===== config.mk =====
export PLATFORM = sky130hd
export DESIGN_NAME = q_writer_q16
export DESIGN_NICKNAME = d
export VERILOG_FILES = /design/src/rtl/q_writer_q16.sv
export SDC_FILE = /design/constraint.sdc
export NUM_CORES = 1
export LEC_CHECK = 0
export CAP_MARGIN = 20
export CORE_UTILIZATION = 61
export CTS_BUF_LIST = sky130_fd_sc_hd__clkbuf_4
export CTS_CLUSTER_SIZE = 25
export DETAILED_ROUTE_END_ITERATION = 6
export HOLD_SLACK_MARGIN = 0.02
export MAX_ROUTING_LAYER = met4
export PLACE_DENSITY = 0.87
export RECOVER_POWER = 25
export SYNTH_ARGS = -nofsm -noshare
export SYNTH_HDL_FRONTEND = slang
export SYNTH_SLANG_ARGS = --single-unit

===== constraint.sdc =====
create_clock -name clk -period 7.2 [get_ports clk]
set_input_delay 0.72 -clock clk [delete_from_list [all_inputs] [get_ports clk]]
set_output_delay 0.72 -clock clk [all_outputs]
set_load 0.05 [all_outputs]

===== src/rtl/q_writer_q16.sv =====
// Write-side front end of the packet-length queue feeding q_server_3_states.
// Sources push lengths in, a rising edge on go pops the head, and the head length is presented on a register.
module q_writer_q16 #(
    parameter int DEPTH_LOG2 = 4,
    parameter int LEN_W      = 8
) (
    input  logic                  clk,
    input  logic                  rst,
    input  logic                  wr_en,
    input  logic [LEN_W-1:0]      wr_len,
    input  logic                  go,
    output logic [LEN_W-1:0]      pkt_len,
    output logic [DEPTH_LOG2:0]   count,
    output logic                  empty,
    output logic                  full,
    output logic [7:0]            drop_cnt,
    output logic                  underflow
);

    localparam int                DEPTH    = 1 << DEPTH_LOG2;
    localparam logic [DEPTH_LOG2:0] CNT_FULL = (DEPTH_LOG2 + 1)'(DEPTH);

    logic [LEN_W-1:0]      mem [DEPTH];
    logic [DEPTH_LOG2-1:0] wr_ptr;
    logic [DEPTH_LOG2-1:0] rd_ptr;
    logic [DEPTH_LOG2-1:0] wr_next;
    logic [DEPTH_LOG2-1:0] rd_next;
    logic [DEPTH_LOG2:0]   count_next;
    logic [LEN_W-1:0]      head_next;
    logic                  go_d;
    logic                  pop_edge;
    logic                  pop_ok;
    logic                  wr_ok;
    logic                  wr_bad;

    // NOTE: every signal gets a default at the top of always_comb so no path leaves it unassigned (no latch).
    always_comb begin
        pop_edge   = go & ~go_d;
        pop_ok     = pop_edge & ~empty;
        wr_ok      = wr_en & (wr_len != '0) & (~full | pop_ok);
        wr_bad     = wr_en & ~wr_ok;
        wr_next    = wr_ok  ? wr_ptr + 1'b1 : wr_ptr;
        rd_next    = pop_ok ? rd_ptr + 1'b1 : rd_ptr;
        count_next = count;
        if (wr_ok && !pop_ok)
            count_next = count + 1'b1;
        else if (!wr_ok && pop_ok)
            count_next = count - 1'b1;
        // The entry written this edge is not in mem yet, so forward it when it becomes the head.
        head_next = '0;
        if (count_next != '0)
            head_next = (wr_ok && (wr_ptr == rd_next)) ? wr_len : mem[rd_next];
    end

    // NOTE: all state updates use non-blocking assignments so every register sees pre-edge values.
    always_ff @(posedge clk) begin
        if (rst) begin
            wr_ptr    <= '0;
            rd_ptr    <= '0;
            count     <= '0;
            empty     <= 1'b1;
            full      <= 1'b0;
            pkt_len   <= '0;
            drop_cnt  <= '0;
            underflow <= 1'b0;
            go_d      <= 1'b0;
        end else begin
            wr_ptr  <= wr_next;
            rd_ptr  <= rd_next;
            count   <= count_next;
            empty   <= (count_next == '0);
            full    <= (count_next == CNT_FULL);
            pkt_len <= head_next;
            go_d    <= go;
            if (wr_bad && (drop_cnt != 8'hFF))
                drop_cnt <= drop_cnt + 8'd1;
            if (pop_edge && empty)
                underflow <= 1'b1;
        end
    end

    // NOTE: storage has no reset; count and the pointers alone decide which entries are valid.
    always_ff @(posedge clk) begin
        if (!rst && wr_ok)
            mem[wr_ptr] <= wr_len;
    end

endmodule

==> impl_metrics.csv, run 1 <==
group,metric,value,unit
cts,clkTransAtPathRegs,0.13,ns
critical_path,critical_path_buf_inv_count,1,
synth,synth_ff_type,"edfxtp_1",
sta,fin_crit,4.09,ns
critical_path,r2r-end,"pkt_len[5]",
final_layout,area_growth,10.6,%
final_layout,fin_cells,720,
routing,wl,16.7,mm
synth,ys_ff_latch,161,
critical_path,rr_startpoint,"rd_ptr[1]",
cts,insertion_delay,0.55,ns
critical_path,reg2reg_depth,9,
synth,synth-seq-area-share,0.623,
routing,vias,4758,
global_route,grt_pass1_vias,4727,
synth,synth_nets,540,
floorplan,chipHeight,111,microns
run_status,outcome,"complete, but fails checks",
sta,clock.fmax,0.245,GHz
global_route,antenna_found_initial,1,
cts,root_buffer,"clkbuf_4",
critical_path,critPathTopFamily,"simple AND/OR/NAND/NOR gates",
floorplan,dieArea,12300,sq um
final_layout,layout_common_cells,"edfxtp_1, nor2_1, nand2_1",
critical_path,endpoint_kind,"register",
sta,fin_setup_tns,0,ns
power,p_total,2.03,mW
sta,layout_worst_path_cycle_share,0.567,
routing,routedWlPerCell,23.2,microns
placed_design,io_buffers,35,
routing,via_per_inst,6.61,
final_layout,layout_commonest_cell,"edfxtp_1",
cts,htreeDepth,4,
cts,clkSinkCount,161,
power,powerDensity,254,nW/um^2
cts,numCtsBuffers,17,
final_layout,layout-drive-gt1-share,0.151,
synth,synth_area_per_cell,13.9,sq um
synth,async_flop_share,0,
floorplan,chipWidth,111,microns
run_status,violations,"design-rule violations",
global_route,grt_max_degree,29,
critical_path,crit_path_top_delay_cell,"ha_1",
floorplan,rows,39,
min_path,hold_end,"underflow",
cts,cts_tree,"built",
cts,cts_setup_buffers,0,
min_path,holdCritStartpoint,"underflow",
sta,slew_headroom,0.228,
synth,synth_edf_count,128,
critical_path,cpPeakStageDelay,0.75,ns
synth,synthCells,520,
power,vdd_ir_drop_max,0.188,mV
synth,ys.warnings.count,0,
global_route,grt_use_total,0.296,
synth,syn_area,7230,sq um
floorplan,floorplan.initialDensity,0.630,
critical_path,startpoint,"rd_ptr[1]",
critical_path,critPathMaxFanout,26,
min_path,worstHoldPathType,"reg -> reg",
synth,synth.lib_cells_used.distinct,58,
sta,hold_viol_final,0,
global_route,grt_pass1_wl,26.0,mm
final_layout,nets,583,
floorplan,core-area,11500,sq um
run,maxCapViolCount,0,
floorplan,ios,36,
sta,drv_slew,0,
power,p_leak,2.63,nW
min_path,min_path_cells,2,
placed_design,dpl.hpwl,10.9,mm
cts,cts_buffer_depth,2,
critical_path,required,7.66,ns
routing,drc,2,
sta,fin_skew,0.0215,ns
global_route,overflow,0,
critical_path,start_kind,"register",
cts,hold_buffers,0,
cts,ctsResizeCount,0,
routing,ant_nets,0,
critical_path,critical_path.cell_chain,"buf_4 -> ha_1 -> and4bb_2 -> a21oi_4 -> xnor2_1 -> nor2_1 -> nand4_2 -> o21a_1 -> a211oi_2",
routing,firstDrtPassIters,7,
sta,setup_viol,0,
critical_path,regToRegSetupSlack,3.11,ns
critical_path,crit_arrival,4.54,ns
sta,worstMarginPinSlew,1.16,ns
routing,drt_iter0_drc,576,
critical_path,worst-setup-path-type,"reg -> reg",
placed_design,routabilityCongestion,0.924,
sta,grt_setup_unrepaired,"false",
placed_design,dp_cells,682,
==> tightest hold or removal path, delay by kind of cell, from the launching register on <==
| family | cells | cell delay, ns |
|---|---|---|
| AOI/OAI and AO/OA | 1 | 0.04 |
| DFF | 1 | 0.34 |
| and+or+nand+nor | 1 | 0.07 |
==> final cells by class <==
| class | instances | area [sq um] |
|---|---|---|
| sequential | 161 | 4500 |
| fill | 742 | 3470 |
| multi-input combinational | 327 | 2560 |
| timing repair buffer | 48 | 422 |
| tap | 143 | 179 |
| clock inverter | 15 | 166 |
| clock buffer | 17 | 128 |
| inverter | 8 | 30.0 |
| antenna | 1 | 2.50 |
==> per-stage QoR <==
stage	instance area (sq um)	utilization	setup WS, ns	hold WS, ns
detailed placement	7690	0.670	2.89	0.462
floorplan	7230	-	4.43	0.547
finish	8000	0.697	3.11	0.481
global route	8000	0.697	2.93	0.538
global placement	7690	0.670	3.07	0.461
CTS	7980	0.696	3.21	0.487
==> synthesized netlist by cell type, types with 3 or more instances <==
cell      count  share of area
xor2_1        8         0.0097
a22oi_1       3         0.0031
mux2i_1      35          0.048
o21ai_0       3         0.0021
a211oi_2      7          0.012
xnor2_1      13          0.016
mux4_2       24          0.075
inv_1         8         0.0042
buf_2        14         0.0097
nand3_1      10         0.0069
ha_1          8          0.014
nand2_1      58          0.030
dfxtp_1      33          0.091
o22ai_1       6         0.0052
and3_1        3         0.0026
a32oi_1       5         0.0061
clkbuf_1      4         0.0021
edfxtp_1    128           0.53
nand4_1       8         0.0069
nor3_1       17          0.012
nor2_1       60          0.031
a31oi_1      16          0.014
==> power breakdown <==
| group | switching, mW | total [mW] | internal, mW | leakage, nW |
|---|---|---|---|---|
| clock network | 0.312 | 0.549 | 0.238 | 0.154 |
| logic | 0.270 | 0.428 | 0.158 | 1.05 |
| registers | 0.0241 | 1.06 | 1.03 | 1.42 |
==> flip-flops by register name, indices dropped and copies added, names as in the netlist <==
signal / flops
go_d: 1
drop_cnt: 8
count: 5
full: 1
underflow: 1
rd_ptr: 4
empty: 1
wr_ptr: 4
mem: 128
pkt_len: 8
==> how the worst max path moves through the flow <==
stage | end | slack [ns] | depth (start not counted)
floorplan | mem[0][0] | 4.43 | 6
CTS | pkt_len[5] | 3.21 | 9
detailed placement | mem[0][6] | 2.89 | 6
global route | pkt_len[5] | 2.93 | 9
finish | pkt_len[5] | 3.11 | 9
global placement | mem[0][6] | 3.07 | 6
==> metal layers <==
metal	GRT usage	share of wire
met5	-	0
met4	0.108	0.028
met3	0.0793	0.12
met2	0.458	0.48
met1	0.378	0.37
==> logic make-up after synthesis <==
logic type      share of synthesized area
compound gates                     0.0706
xor+xnor                           0.0322
fa+ha+maj                          0.0138
buf+inv                            0.0222
flops                               0.623
mux                                 0.123
simple gates                        0.115
No activity file was read; power rests on OpenSTA's default activity.
==> run 2, diff against run 1 <==
clock period = 4.06 ns   (was 7.2 ns; I/O delays follow)
==> run 2 against run 1 <==
The flow now finishes without violations. Worst setup slack lost 2.5 ns. Sequential share of layout area down 0.69 points. Clock-buffer cell count is the same. Final cell count grew 1.5%. Sequential power is 76% higher. Critical path type is now in -> reg. Non-clock buffer count rose by 11.
==> impl_metrics.csv, run 2 (synthesis results as in run 1) <==
group,metric,value,unit
sta,grt_setup_unrepaired,"false",
routing,drt_iter0_drc,605,
sta,drv_slew,0,
final_layout,top_register,"mem",
critical_path,required,4.25,ns
sta,fin_skew,0.0195,ns
power,power.switching,1.10,mW
routing,ant_nets,0,
floorplan,chipHeight,111,microns
routing,firstDrtPassIters,5,
cts,cts_setup_buffers,0,
floorplan,ios,36,
power,p_leak,2.68,nW
routing,via_per_inst,6.52,
cts,cts_tree,"built",
sta,hold_viol_final,0,
sta,slew_headroom,0.270,
run,maxCapViolCount,0,
placed_design,routabilityCongestion,0.930,
global_route,grt_max_degree,28,
routing,drc,0,
critical_path,critPathMaxFanout,18,
sta,setup_viol,0,
global_route,grt_pass1_wl,26.2,mm
power,switching_share,0.302,
floorplan,rows,39,
cts,root_buffer,"clkbuf_4",
sta,hold_slack,0.511,ns
sta,worstMarginPinSlew,1.09,ns
critical_path,worst-setup-path-type,"in -> reg",
final_layout,largest_reg_flops,128,
floorplan,core-area,11500,sq um
power,p_clk_frac,0.277,
floorplan,chipWidth,111,microns
sta,clock.fmax,0.293,GHz
routing,vias,4769,
final_layout,nets,594,
routing,wl,16.8,mm
placed_design,io_buffers,35,
floorplan,dieArea,12300,sq um
floorplan,floorplan.initialDensity,0.630,
sta,fin_setup_tns,0,ns
cts,insertion_delay,0.55,ns
placed_design,dpl.hpwl,11.2,mm
cts,clkTransAtPathRegs,0.13,ns
final_layout,layout-drive-gt1-share,0.165,
routing,routedWlPerCell,23.0,microns
global_route,overflow,0,
power,p_int,2.55,mW
power,vdd_ir_drop_max,0.271,mV
sta,layout_worst_path_cycle_share,0.839,
power,p_comb_frac,0.210,
cts,numCtsBuffers,17,
cts,hold_buffers,0,
final_layout,final_util,0.706,
sta,setup_ws,0.652,ns
final_layout,layout_commonest_cell,"edfxtp_1",
final_layout,reg_top3,"mem (128), drop_cnt (8), pkt_len (8)",
critical_path,endpoint_kind,"register",
power,powerDensity,451,nW/um^2
run_status,outcome,"complete, no violations",
sta,fin_crit,3.41,ns
min_path,worstHoldPathType,"reg -> reg",
power,p_seq_frac,0.513,
critical_path,crit_arrival,3.60,ns
cts,clkSinkCount,161,
placed_design,place_ws,0.515,ns
cts,ctsResizeCount,0,
cts,cts_buffer_depth,2,
global_route,antenna_found_initial,1,
final_layout,area_growth,12.0,%
global_route,grt_pass1_vias,4814,
cts,htreeDepth,4,
critical_path,start_kind,"input pin",
global_route,grt_use_total,0.297,
final_layout,layout_common_cells,"edfxtp_1, nor2_1, nand2_1",
[run 2: path summary, 6_finish.rpt]
path	slack (ns)	startpoint	endpoint	cells past startpoint
max	0.65	wr_len[4]	mem[6][5]	9
min	0.51	underflow	underflow	2
max reg2reg	1.05	go_d	mem[6][5]	5
min reg2reg	0.51	underflow	underflow	2
[run 2: worst max-delay path, stage by stage]
cell and delay, ns:
dlygate4sd3_1 0.52, clkbuf_1 0.79, nor4_2 0.12, buf_4 0.21
a21o_2 0.25, a21oi_2 0.25, and2b_1 0.27, nand2_1 0.18
nor2_1 0.59
[run 2: metrics by stage]
stage	power, mW	std cells	instance area, sq um
2_1_floorplan	2.43	520	7230
5_1_grt	3.76	731	8100
4_1_cts	3.65	730	8120
3_5_place_dp	2.67	698	7810
6_report	3.65	731	8100
3_3_place_gp	2.64	698	7810
[run 2: layout make-up]
type | instances | area [sq um]
Sequential cell | 161 | 4500
Fill cell | 734 | 3370
Multi-Input combinational cell | 327 | 2560
Timing Repair Buffer | 59 | 504
Clock inverter | 15 | 183
Tap cell | 143 | 179
Clock buffer | 17 | 128
Inverter | 8 | 30.0
Antenna cell | 1 | 2.50
[run 2: power groups by stage]
| stage | logic, mW | clock network [mW] | registers, mW |
|---|---|---|---|
| floorplan | 0.403 | 0 | 2.03 |
| global placement | 0.739 | 0 | 1.91 |
| detailed placement | 0.758 | 0 | 1.91 |
| CTS | 0.765 | 1.01 | 1.87 |
| global route | 0.809 | 1.07 | 1.88 |
| finish | 0.766 | 1.01 | 1.87 |
[run 2: metal layers]
| metal | GRT usage | vias up | wire length, microns |
|---|---|---|---|
| met5 | - | - | 0 |
| met4 | 0.125 | 0 | 563 |
| met3 | 0.0804 | 63 | 2200 |
| met2 | 0.437 | 354 | 7770 |
| met1 | 0.393 | 2262 | 6300 |
| li1 | - | 2090 | - |
